## src/rtl/par_bridge_pkg.sv

```systemverilog
// Shared types and configuration helpers for the parallel device bridge.
package par_bridge_pkg;

  localparam int CNT_W = 4;

  typedef enum logic [2:0] {
    ST_IDLE,
    ST_SETUP,
    ST_STROBE,
    ST_HOLD,
    ST_DONE
  } state_e;

  function automatic bit cfg_ok(input int data_w, input int addr_w, input int setup_cyc,
                                input int strobe_cyc, input int hold_cyc, input int irq_n);
    return ((data_w == 8) || (data_w == 16) || (data_w == 32)) &&
           (addr_w >= 1) && (addr_w <= 24) &&
           (setup_cyc >= 0) && (setup_cyc <= 15) &&
           (strobe_cyc >= 1) && (strobe_cyc <= 15) &&
           (hold_cyc >= 0) && (hold_cyc <= 15) &&
           (irq_n >= 1) && (irq_n <= 8);
  endfunction

  // A phase of N cycles counts N-1 down to 0.
  function automatic logic [CNT_W-1:0] phase_load(input int cyc);
    return CNT_W'(cyc - 1);
  endfunction

endpackage

```

## src/rtl/par_dev_bridge_irq_sync.sv

```systemverilog
// Two-flop synchroniser for the asynchronous device interrupt lines.
module irq_sync
  import par_bridge_pkg::*;
#(
  parameter int IRQ_N = 1
) (
  input  logic             clk,
  input  logic             rst,
  input  logic [IRQ_N-1:0] irq_async,
  output logic [IRQ_N-1:0] irq_o
);

  logic [IRQ_N-1:0] meta_q, meta_d;
  logic [IRQ_N-1:0] sync_q, sync_d;

  always_comb begin
    meta_d = irq_async;
    sync_d = meta_q;
  end

  always_ff @(posedge clk) begin
    if (rst) begin
      meta_q <= '0;
      sync_q <= '0;
    end else begin
      meta_q <= meta_d;
      sync_q <= sync_d;
    end
  end

  assign irq_o = sync_q;

endmodule

```

## src/rtl/par_dev_bridge.sv

```systemverilog
// Bus-to-parallel-device bridge with programmable setup/strobe/hold timing.
// Define PAR_BRIDGE_POSTED_WR_EN to let writes complete on the bus immediately.
module par_dev_bridge
  import par_bridge_pkg::*;
#(
  parameter int DATA_W     = 16,
  parameter int ADDR_W     = 3,
  parameter int SETUP_CYC  = 1,
  parameter int STROBE_CYC = 3,
  parameter int HOLD_CYC   = 1,
  parameter int IRQ_N      = 1
) (
  input  logic              clk_bus,
  input  logic              rst,
  input  logic [ADDR_W-1:0] bus_address,
  input  logic [31:0]       bus_data_i,
  output logic [31:0]       bus_data_o,
  input  logic              bus_read,
  input  logic              bus_write,
  output logic              bus_stall,
  output logic [IRQ_N-1:0]  bus_irq,
  output logic [ADDR_W-1:0] dev_address,
  output logic [DATA_W-1:0] dev_data_o,
  input  logic [DATA_W-1:0] dev_data_i,
  output logic              dev_data_t,
  output logic              dev_we_n,
  output logic              dev_oe_n,
  output logic              dev_ce_n,
  input  logic [IRQ_N-1:0]  dev_irq,
  output logic              dev_rst_n
);

  if (!cfg_ok(DATA_W, ADDR_W, SETUP_CYC, STROBE_CYC, HOLD_CYC, IRQ_N)) begin : g_bad_cfg
    $error("par_dev_bridge: illegal parameter combination");
  end

  if (DATA_W < 32) begin : g_unused_hi
    logic unused_hi;
    assign unused_hi = ^bus_data_i[31:DATA_W];
  end

  state_e            state_q, state_d;
  logic [CNT_W-1:0]  cnt_q, cnt_d;
  logic              wr_q, wr_d;
  logic [ADDR_W-1:0] addr_q, addr_d;
  logic [DATA_W-1:0] wdata_q, wdata_d;
  logic [DATA_W-1:0] rdata_q, rdata_d;
  logic              ce_n_q, ce_n_d;
  logic              we_n_q, we_n_d;
  logic              oe_n_q, oe_n_d;
  logic              data_t_q, data_t_d;
  logic              dev_rst_n_q, dev_rst_n_d;
  logic              req;

  assign req = bus_read | bus_write;

  // State and pin registers
  always_ff @(posedge clk_bus) begin
    if (rst) begin
      state_q     <= ST_IDLE;
      cnt_q       <= '0;
      wr_q        <= 1'b0;
      addr_q      <= '0;
      wdata_q     <= '0;
      rdata_q     <= '0;
      ce_n_q      <= 1'b1;
      we_n_q      <= 1'b1;
      oe_n_q      <= 1'b1;
      data_t_q    <= 1'b1;
      dev_rst_n_q <= 1'b0;
    end else begin
      state_q     <= state_d;
      cnt_q       <= cnt_d;
      wr_q        <= wr_d;
      addr_q      <= addr_d;
      wdata_q     <= wdata_d;
      rdata_q     <= rdata_d;
      ce_n_q      <= ce_n_d;
      we_n_q      <= we_n_d;
      oe_n_q      <= oe_n_d;
      data_t_q    <= data_t_d;
      dev_rst_n_q <= dev_rst_n_d;
    end
  end

  // Next state: one shared down-counter, reloaded on every phase entry
  always_comb begin
    state_d = state_q;
    cnt_d   = cnt_q;
    wr_d    = wr_q;
    addr_d  = addr_q;
    wdata_d = wdata_q;
    rdata_d = rdata_q;
    case (state_q)
      ST_IDLE: begin
        if (req) begin
          addr_d  = bus_address;
          wdata_d = bus_data_i[DATA_W-1:0];
          wr_d    = bus_write;
          if (SETUP_CYC > 0) begin
            state_d = ST_SETUP;
            cnt_d   = phase_load(SETUP_CYC);
          end else begin
            state_d = ST_STROBE;
            cnt_d   = phase_load(STROBE_CYC);
          end
        end
      end
      ST_SETUP: begin
        if (cnt_q == '0) begin
          state_d = ST_STROBE;
          cnt_d   = phase_load(STROBE_CYC);
        end else begin
          cnt_d = cnt_q - 1'b1;
        end
      end
      ST_STROBE: begin
        if (cnt_q == '0) begin
          if (!wr_q) rdata_d = dev_data_i;
          if (HOLD_CYC > 0) begin
            state_d = ST_HOLD;
            cnt_d   = phase_load(HOLD_CYC);
          end else begin
            state_d = ST_DONE;
          end
        end else begin
          cnt_d = cnt_q - 1'b1;
        end
      end
      ST_HOLD: begin
        if (cnt_q == '0) state_d = ST_DONE;
        else             cnt_d   = cnt_q - 1'b1;
      end
      ST_DONE: state_d = ST_IDLE;
      default: state_d = ST_IDLE;
    endcase
  end

  // Pin outputs decoded from the next state so the pins come straight from flops
  always_comb begin
    ce_n_d      = 1'b1;
    we_n_d      = 1'b1;
    oe_n_d      = 1'b1;
    data_t_d    = 1'b1;
    dev_rst_n_d = ~rst;
    case (state_d)
      ST_SETUP, ST_HOLD: begin
        ce_n_d   = 1'b0;
        data_t_d = ~wr_d;
      end
      ST_STROBE: begin
        ce_n_d   = 1'b0;
        we_n_d   = ~wr_d;
        oe_n_d   = wr_d;
        data_t_d = ~wr_d;
      end
      default: ;
    endcase
  end

`ifdef PAR_BRIDGE_POSTED_WR_EN
  logic posted_q, posted_d;

  always_comb begin
    posted_d = posted_q;
    if (state_q == ST_IDLE) posted_d = bus_write;
  end

  always_ff @(posedge clk_bus) begin
    if (rst) posted_q <= 1'b0;
    else     posted_q <= posted_d;
  end

  // A posted write's DONE belongs to no waiting master, so a new request keeps stalling.
  always_comb begin
    bus_stall = req & (state_q != ST_DONE);
    if ((state_q == ST_IDLE) && bus_write && !rst) bus_stall = 1'b0;
    if ((state_q == ST_DONE) && posted_q)         bus_stall = req;
  end
`else
  always_comb begin
    bus_stall = req & (state_q != ST_DONE);
  end
`endif

  irq_sync #(
    .IRQ_N(IRQ_N)
  ) u_irq_sync (
    .clk      (clk_bus),
    .rst      (rst),
    .irq_async(dev_irq),
    .irq_o    (bus_irq)
  );

  assign bus_data_o  = 32'(rdata_q);
  assign dev_address = addr_q;
  assign dev_data_o  = wdata_q;
  assign dev_data_t  = data_t_q;
  assign dev_we_n    = we_n_q;
  assign dev_oe_n    = oe_n_q;
  assign dev_ce_n    = ce_n_q;
  assign dev_rst_n   = dev_rst_n_q;

endmodule

```

## config.mk

```make
export PLATFORM = sky130hd
export DESIGN_NAME = par_dev_bridge
export DESIGN_NICKNAME = d
export VERILOG_FILES = /design/src/rtl/par_bridge_pkg.sv /design/src/rtl/par_dev_bridge_irq_sync.sv /design/src/rtl/par_dev_bridge.sv
export SDC_FILE = /design/constraint.sdc
export NUM_CORES = 1
export LEC_CHECK = 0
export CELL_PAD_IN_SITES_DETAIL_PLACEMENT = 0
export CELL_PAD_IN_SITES_GLOBAL_PLACEMENT = 1
export CORE_ASPECT_RATIO = 1.25
export CORE_MARGIN = 8
export CORE_UTILIZATION = 26
export DETAILED_ROUTE_END_ITERATION = 16
export GPL_ROUTABILITY_DRIVEN = 0
export PLACE_DENSITY_LB_ADDON = 0.08
export SLEW_MARGIN = 20
export SYNTH_ARGS = -nofsm -noshare
export SYNTH_HDL_FRONTEND = slang
export SYNTH_SLANG_ARGS = --single-unit
```

## constraint.sdc

```tcl
create_clock -name clk_bus -period 2.1 [get_ports clk_bus]
set_input_delay 0.21 -clock clk_bus [delete_from_list [all_inputs] [get_ports clk_bus]]
set_output_delay 0.21 -clock clk_bus [all_outputs]
set_load 0.02 [all_outputs]
```

==> results of run 1 <==
## critical path, stage by stage, from the launching register on
cell and delay (ns):
dfxtp_1 0.34, inv_1 0.06, ha_2 0.19, or3b_4 0.39
or4_4 0.60, mux2i_1 0.21, nor2_1 0.05
## state kept, by name, summed over array words and instances (netlist names)
signal / flops
cnt_q: 4
dev_address: 3
dev_ce_n: 1
dev_data_o: 16
dev_data_t: 1
dev_oe_n: 1
dev_rst_n: 1
dev_we_n: 1
rdata_q: 16
state_q: 3
u_irq_sync.irq_o: 1
u_irq_sync.meta_q: 1
wr_q: 1
## worst paths after layout
| path | start | endpoint | slack, ns |
|---|---|---|---|
| hold / removal | rst | rdata_q[0] | 0.28 |
| setup / recovery | cnt_q[0] | rdata_q[0] | 0.14 |
| hold reg to reg | u_irq_sync.meta_q | u_irq_sync.irq_o | 0.45 |
| setup reg to reg | cnt_q[0] | rdata_q[0] | 0.14 |
## stage by stage
| step | area (µm²) | hold slack, ns | instances | utilization |
|---|---|---|---|---|
| 5_1_grt | 2940 | 0.293 | 395 | 0.397 |
| 2_1_floorplan | 2050 | 0.338 | 236 | - |
| 3_5_place_dp | 2830 | 0.429 | 387 | 0.382 |
| 3_3_place_gp | 2830 | 0.420 | 387 | 0.382 |
| 4_1_cts | 2940 | 0.282 | 395 | 0.397 |
| 6_report | 2940 | 0.282 | 395 | 0.397 |
## cell type report
cell class,count,area share
Clock buffer,7,0.0259
Inverter,4,0.00510
Multi-Input combinational cell,153,0.288
Timing Repair Buffer,88,0.292
Sequential cell,50,0.340
Clock inverter,1,0.0102
Tap cell,92,0.0391
## synth_stat cells, drive strengths merged, types with 2 or more instances
library cell	number
clkbuf	8
dfxtp	50
buf	21
mux2i	16
nor2b	3
o21ai	4
nor2	21
nand2	41
a21oi	23
or2	2
nor3	4
inv	4
xnor2	2
or4	3
## report_power, final
| group | internal (µW) | switching [µW] | leakage (µW) |
|---|---|---|---|
| clock network | 357 | 304 | 0.0000524 |
| logic | 756 | 859 | 0.000778 |
| registers | 1160 | 126 | 0.000410 |
## kinds of logic (layout without fill, tap and decap cells)
logic type	count (synthesis)	after routing	synth area share
compound gates	36	36	0.107
buf+inv	33	100	0.106
simple gates	82	82	0.188
other cells	1	16	0.00188
fa+ha+maj	1	1	0.00628
flops	50	50	0.502
xor+xnor	2	2	0.00879
mux	16	16	0.0803
## timing repair
item / CTS / global route
gates resized for setup: 0 / 2
setup buffers: 0 / 0
setup endpoints to repair: 0 / 16
## metal layers
layer | part of all wire | track usage | up-vias
met5 | 0 | 0 | -
met4 | 0.015 | 0.0414 | 0
met3 | 0.074 | 0.0322 | 6
met2 | 0.45 | 0.158 | 61
met1 | 0.47 | 0.129 | 751
li1 | - | - | 859
==> results.md, run 1 <==
* Unrepaired setup endpoints after global routing: false
* Final Hold Vio Count at 0
* Initial drt markers at 90
* Post-synth ARST share at 0
* Initial Util at 0.269
* Clock insertion delay at the later pin of the skew report at 0.30 ns
* Slew Limit Fails at 0
* Period utilization at 0.936
* FF+latch area at 0.00100 mm²
* Vias in the first global route at 1708
* Core Region at 0.00740 mm²
* Sequential area share after synthesis at 0.502
* Post-route setup slack at 0.135 ns
* Avg Cell Area, Syn at 9.02 µm²
* Worst Skew at between 0.004 and 0.005 ns
* Largest net degree at the start of global routing at 20
* Die area at 0.0107 mm²
* Critical Path Source Type: register
* Setup tns final at 0 ns
* Place WS at 0.0312 ns
* Worst Tran Pin Value at 0.511 ns
* Maximum net fanout on the critical path at 16
* Share of cells above drive strength 1 at 0.0759
* Critical path type: register to register
* Hold WC Path Type: input pin to register
* Final setup fails at 0
* First-pass DRT Iterations at 4
* Die Y at 114 µm
* PortBufs at 81
* Area leader, netlist: dfxtp_1
* DR vias/cell at 4.25
* CTS clk-pin slew, worst paths at ~0.09 ns
* Num CTS Buffers at 5
* Pwr/cell area at around 1200 mW/mm²
* CTS Buffer Depth at 2
* Residual DRC count at 0
* TritonCTS clock tree: done
* Root buffer cell: clkbuf_8
* Post-DP HPWL at 4100 µm
* Headroom to the max-slew limit at 0.656
* Flops & latches, synth at 50
* Fill cells at 791
* Initial antenna violation count at 0
* Power Total at 3560 µW
* Arr. time, crit path at approximately 2.2 ns
* Peak supply drop at roughly 0.42 mV
* Run status: complete, no violations
* DRT antenna net count at 0
* N_diodes at 0
* Area contributors post-synth: dfxtp_1 (50%), mux2i_1 (8.0%), nand2_1 (7.7%)
* Reg2reg path depth at 6
* Synthesized cell area at 0.00199 mm²
* First-pass GRT wire length at 8730 µm
* Clock H-tree levels at 2
* Final min period at about 2.0 ns
* Clock tree sinks at 50
* Number of synthesized flops with an enable pin at 0
* Final #Nets at 359
* Post-synthesis cell count at 221
* Required @ worst endpoint at between 2 and 2.5 ns
* Most frequent cells in the layout: clkdlybuf4s50_1 (80), dfxtp_1 (50), nand2_1 (41)
* Via Count at 1677
* Max-Cap Viols at 0
* Hold depth at 2
* Count of cell types in the netlist at 41
* Area growth syn-to-layout at 47.6%
* Post-synth top area share at 0.502
* IO Count at 114
* Commonest non-fill, non-tap cell in the layout: clkdlybuf4s50_1
* Multi-input gate area at roughly 850 µm²
* WL final at 5570 µm
* FMAX at 0.509 GHz
* Yosys warns at 0
* Die Wd at between 90 and 100 µm
* Hold buffers post-CTS at 0
* Total grt overflow at 0
* Dominant synthesized flop cell: dfxtp_1
* Setup crit end kind: register
* Row Count at 35
* Total global-route track usage at 0.103
* Leak pwr at 0.00124 µW
* Routed length per instance at 14.1 µm
Power figures use the tool's default switching activity.
==> inputs of run 2 (changes only) <==
==> constraint.sdc (replaced) <==
create_clock -name clk_bus -period 2.2 [get_ports clk_bus]
set_input_delay 0.22 -clock clk_bus [delete_from_list [all_inputs] [get_ports clk_bus]]
set_output_delay 0.22 -clock clk_bus [all_outputs]
set_load 0.02 [all_outputs]
==> run 2 against run 1 <==
Clock-buffer cell count stayed put. First-iteration DRC count is 1.1% lower. Register-to-register slack hardly changed. Non-clock buffer count is 2 lower.
==> results.md, run 2 (same netlist as run 1, synthesis figures left out) <==
* Run status: complete, no violations
* Via Count at 1656
* Vias in the first global route at 1648
* Routed length per instance at 13.9 µm
* FF+latch area at 0.00100 mm²
* Core Region at 0.00740 mm²
* IO Count at 114
* Setup tns final at 0 ns
* Die area at 0.0107 mm²
* Share of cells above drive strength 1 at 0.0631
* Hold buffers post-CTS at 0
* Max-Cap Viols at 0
* Initial drt markers at 89
* Required @ worst endpoint at 2.38 ns
* WL final at roughly 5500 µm
* Num CTS Buffers at 5
* Root buffer cell: clkbuf_8
* Largest net degree at the start of global routing at 27
* DP Area at 0.00282 mm²
* PortBufs at 81
* Most frequent cells in the layout: clkdlybuf4s50_1 (80), dfxtp_1 (50), nand2_1 (41)
* Slew Limit Fails at 0
* Multi-input gate area at ~840 µm²
* Critical path type: register to register
* Worst Tran Pin Value at around 0.6 ns
* First-pass GRT wire length at about 8500 µm
* FMAX at a little under 0.5 GHz
* Pwr/cell area at 1150 mW/mm²
* Fill cells at between 700 and 800
* Setup crit end kind: register
* Initial Util at 0.269
* Fin area at 0.00292 mm²
* Unrepaired setup endpoints after global routing: false
* DR vias/cell at 4.21
* Hold depth at 2
* Clock tree sinks at 50
* N_diodes at 0
* Initial antenna violation count at 0
* Post-CTS Repair Setup Buffers at 0
* Headroom to the max-slew limit at 0.593
* Period utilization at 0.944
* Die Wd at 94.3 µm
* Final min period at 2.08 ns
* Clock H-tree levels at 2
* Hold WC Path Type: input pin to register
* Worst Skew at ~0.0035 ns
* R2R Setup Slk at 0.12 ns
* Min-delay src: rst
* Reg2reg path depth at 6
* Fin Hold WS at 0.325 ns
* FF-to-FF End: rdata_q[1]
* Final #Nets at 357
* Total grt overflow at 0
* DRT antenna net count at 0
* CTS Buffer Depth at 2
* Maximum net fanout on the critical path at 16
* First-pass DRT Iterations at 4
* Area growth syn-to-layout at 46.6%
* Final Hold Vio Count at 0
* Total global-route track usage at 0.0997
* Die Y at 114 µm
* Row Count at 35
* Residual DRC count at 0
* Clock insertion delay at the later pin of the skew report at 0.30 ns
* # resized after CTS at 0
* Post-DP HPWL at 3960 µm
* Commonest non-fill, non-tap cell in the layout: clkdlybuf4s50_1
* RR Startpoint: cnt_q[0]
* Leak pwr at 0.00123 µW
* Final setup fails at 0
* Hold Crit Endpoint: dev_rst_n
* TritonCTS clock tree: done
* Peak supply drop at 0.411 mV
* Critical Path Source Type: register
* Arr. time, crit path at 2.26 ns
* CTS clk-pin slew, worst paths at 0.09 ns
[run 2: cell count changes in the layout (fill, tap and decap cells not counted), sizes merged]
| cell | before | now |
|---|---|---|
| buf | 8 | 6 |
[run 2: through the flow]
step	power, µW	util	worst slack [ns]	instances
after global routing	3600	0.395	0.000804	393
after detailed placement	2790	0.380	0.117	385
after floorplan	2210	-	0.260	236
after CTS	3440	0.395	0.112	393
after global placement	2790	0.380	0.129	385
final	3360	0.395	0.123	393
[run 2: how the worst max path moves through the flow]
stage / cells after the start / start / slack [ns] / end
finish: 6 / cnt_q[0] / 0.12 / rdata_q[1]
global route: 6 / cnt_q[0] / 0.0008 / rdata_q[7]
CTS: 6 / cnt_q[0] / 0.11 / rdata_q[9]
detailed placement: 6 / cnt_q[0] / 0.12 / rdata_q[1]
global placement: 6 / cnt_q[0] / 0.13 / rdata_q[13]
floorplan: 8 / cnt_q[0] / 0.26 / rdata_q[6]
[run 2: final cells by class]
cell class	instances	share of cell area
Clock buffer	7	0.0261
Clock inverter	1	0.0103
Inverter	4	0.00514
Multi-Input combinational cell	153	0.288
Sequential cell	50	0.343
Tap cell	92	0.0394
Timing Repair Buffer	86	0.289
[run 2: report_power, final]
| group | internal [µW] | leakage [µW] | switching [µW] | total [µW] |
|---|---|---|---|---|
| Sequential | 1110 | 0.000410 | 118 | 1230 |
| Clock | 341 | 0.0000524 | 298 | 639 |
| Combinational | 696 | 0.000770 | 802 | 1500 |
[run 2: layer usage]
layer | routed length [µm] | share of wire | GRT usage
met4 | 94 | 0.017 | 0.0445
met3 | 402 | 0.074 | 0.0315
met1 | 2560 | 0.47 | 0.126
met2 | 2400 | 0.44 | 0.149
met5 | 0 | 0 | 0
[run 2: worst max-delay path, stage by stage, from the launching register on]
cell and delay, ns:
dfxtp_1 0.34, inv_1 0.06, ha_1 0.20, or3b_1 0.41, or4_4 0.67, mux2i_1 0.21
nor2_1 0.05
==> inputs of run 3 (changes only) <==
--- a/config.mk
+++ b/config.mk
@@ -12,7 +12,7 @@
 export CORE_UTILIZATION = 26
 export DETAILED_ROUTE_END_ITERATION = 16
 export GPL_ROUTABILITY_DRIVEN = 0
-export PLACE_DENSITY_LB_ADDON = 0.08
+export PLACE_DENSITY_LB_ADDON = 0.15
 export SLEW_MARGIN = 20
 export SYNTH_ARGS = -nofsm -noshare
 export SYNTH_HDL_FRONTEND = slang
==> run 3 against run 2 <==
Core utilization down 0.051 points. Non-clock buffer count did not move. Critical path depth unchanged. Critical endpoint is now rdata_q[14]. Largest cell class unchanged.
==> results.md, run 3 (same netlist as run 1, synthesis figures left out) <==
* Post-route insts no fill at 393
* Worst Skew at between 0.003 and 0.004 ns
* Maximum net fanout on the critical path at 16
* WP depth at 6
* Area growth syn-to-layout at 46.4%
* Residual DRC count at 0
* Initial Util at 0.269
* Die area at 0.0107 mm²
* N_diodes at 0
* Buffers and inverters on the worst path at 1
* Critical Path Source Type: register
* CTS Buffer Depth at 2
* Root buffer cell: clkbuf_8
* Initial drt markers at 41
* Post-CTS Repair Setup Buffers at 0
* Hold WC Path Type: input pin to register
* Core Region at 0.00740 mm²
* Reg2reg path depth at 6
* Die Y at 114 µm
* Total grt overflow at 0
* Max-Cap Viols at 0
* Worst-path cell chain: inv_1 -> ha_1 -> or3b_1 -> or4_4 -> mux2i_1 -> nor2_1
* Pwr/cell area at 1150 mW/mm²
* Routed length per instance at 13.9 µm
* Die Wd at 94.3 µm
* Post-DP HPWL at 4010 µm
* # resized after CTS at 0
* IO Count at ~110
* Unrepaired setup endpoints after global routing: false
* PortBufs at 81
* Most frequent cells in the layout: clkdlybuf4s50_1 (80), dfxtp_1 (50), nand2_1 (41)
* Critical path type: register to register
* CTS clk-pin slew, worst paths at 0.09 ns
* Setup tns final at 0 ns
* Initial antenna violation count at 0
* Final setup fails at 0
* Commonest non-fill, non-tap cell in the layout: clkdlybuf4s50_1
* Arr. time, crit path at 2.21 ns
* Period utilization at 0.922
* FMAX at 0.493 GHz
* Slowest stage delay, CP at approximately 0.67 ns
* DR vias/cell at 4.28
* Placed cell count at between 300 and 400
* Setup crit end kind: register
* First-pass GRT wire length at 8640 µm
* First-pass DRT Iterations at 4
* CP max stage cell: or4_4
* Family with the most delay on the worst path: simple AND/OR/NAND/NOR gates
* Required @ worst endpoint at 2.38 ns
* Clock H-tree levels at 2
* DRT antenna net count at 0
* Final Hold Vio Count at 0
* Power Total at 3350 µW
* Clock insertion delay at the later pin of the skew report at roughly 0.29 ns
* Total global-route track usage at 0.101
* Final #Nets at 357
* Slew Limit Fails at 0
* Run status: complete, no violations
* WL final at 5470 µm
* Share of cells above drive strength 1 at 0.0598
* Peak supply drop at 0.398 mV
* Hold buffers post-CTS at 0
* Headroom to the max-slew limit at 0.604
* Leak pwr at approximately 0.0012 µW
* TritonCTS clock tree: done
* Hold depth at 2
* Via Count at 1681
* Largest net degree at the start of global routing at 24
* Vias in the first global route at around 1700
* Worst Tran Pin Value at 0.585 ns
* Clock tree sinks at 50
* Num CTS Buffers at 5
* Row Count at 35
* Final min period at 2.03 ns
## run 3: per-stage QoR
step	hold slack [ns]	utilization	instance area, µm²	setup WS, ns
6_report	0.296	0.394	2920	0.172
3_3_place_gp	0.421	0.380	2810	0.172
5_1_grt	0.333	0.394	2920	0.0474
3_5_place_dp	0.439	0.380	2810	0.149
2_1_floorplan	0.348	-	2050	0.260
4_1_cts	0.294	0.394	2920	0.146
## run 3: area by class of cell
class,instances,area [µm²]
inverter,4,15.0
clock inverter,1,30.0
clock buffer,7,76.3
timing repair buffer,86,843
sequential,50,1000
multi-input combinational,153,837
tap,92,115
fill,779,4480
## run 3: worst reg2reg max path, delay by kind of cell, from the launching register on
family / cells / cell delay (ns)
adders and majority gates: 1 / 0.18
DFF: 1 / 0.34
and+or+nand+nor: 3 / 1.11
muxes: 1 / 0.24
buffers and inverters: 1 / 0.06
## run 3: where the power goes
part           total (µW)  switching [µW]  leakage (µW)  internal, µW
Clock                 630             289     0.0000524           341
Sequential           1230             119      0.000410          1110
Combinational        1490             799      0.000769           692
## run 3: per-layer routing
metal,vias up,GRT usage,wire length (µm)
li1,857,-,-
met1,755,0.120,2390
met2,64,0.165,2610
met3,5,0.0302,399
met4,0,0.0414,74
met5,-,0,0
## run 3: worst paths after layout
| kind | start | endpoint | slack (ns) |
|---|---|---|---|
| max | cnt_q[0] | rdata_q[14] | 0.17 |
| min | rst | dev_rst_n | 0.30 |
| max reg2reg | cnt_q[0] | rdata_q[14] | 0.17 |
| min reg2reg | u_irq_sync.meta_q | u_irq_sync.irq_o | 0.45 |
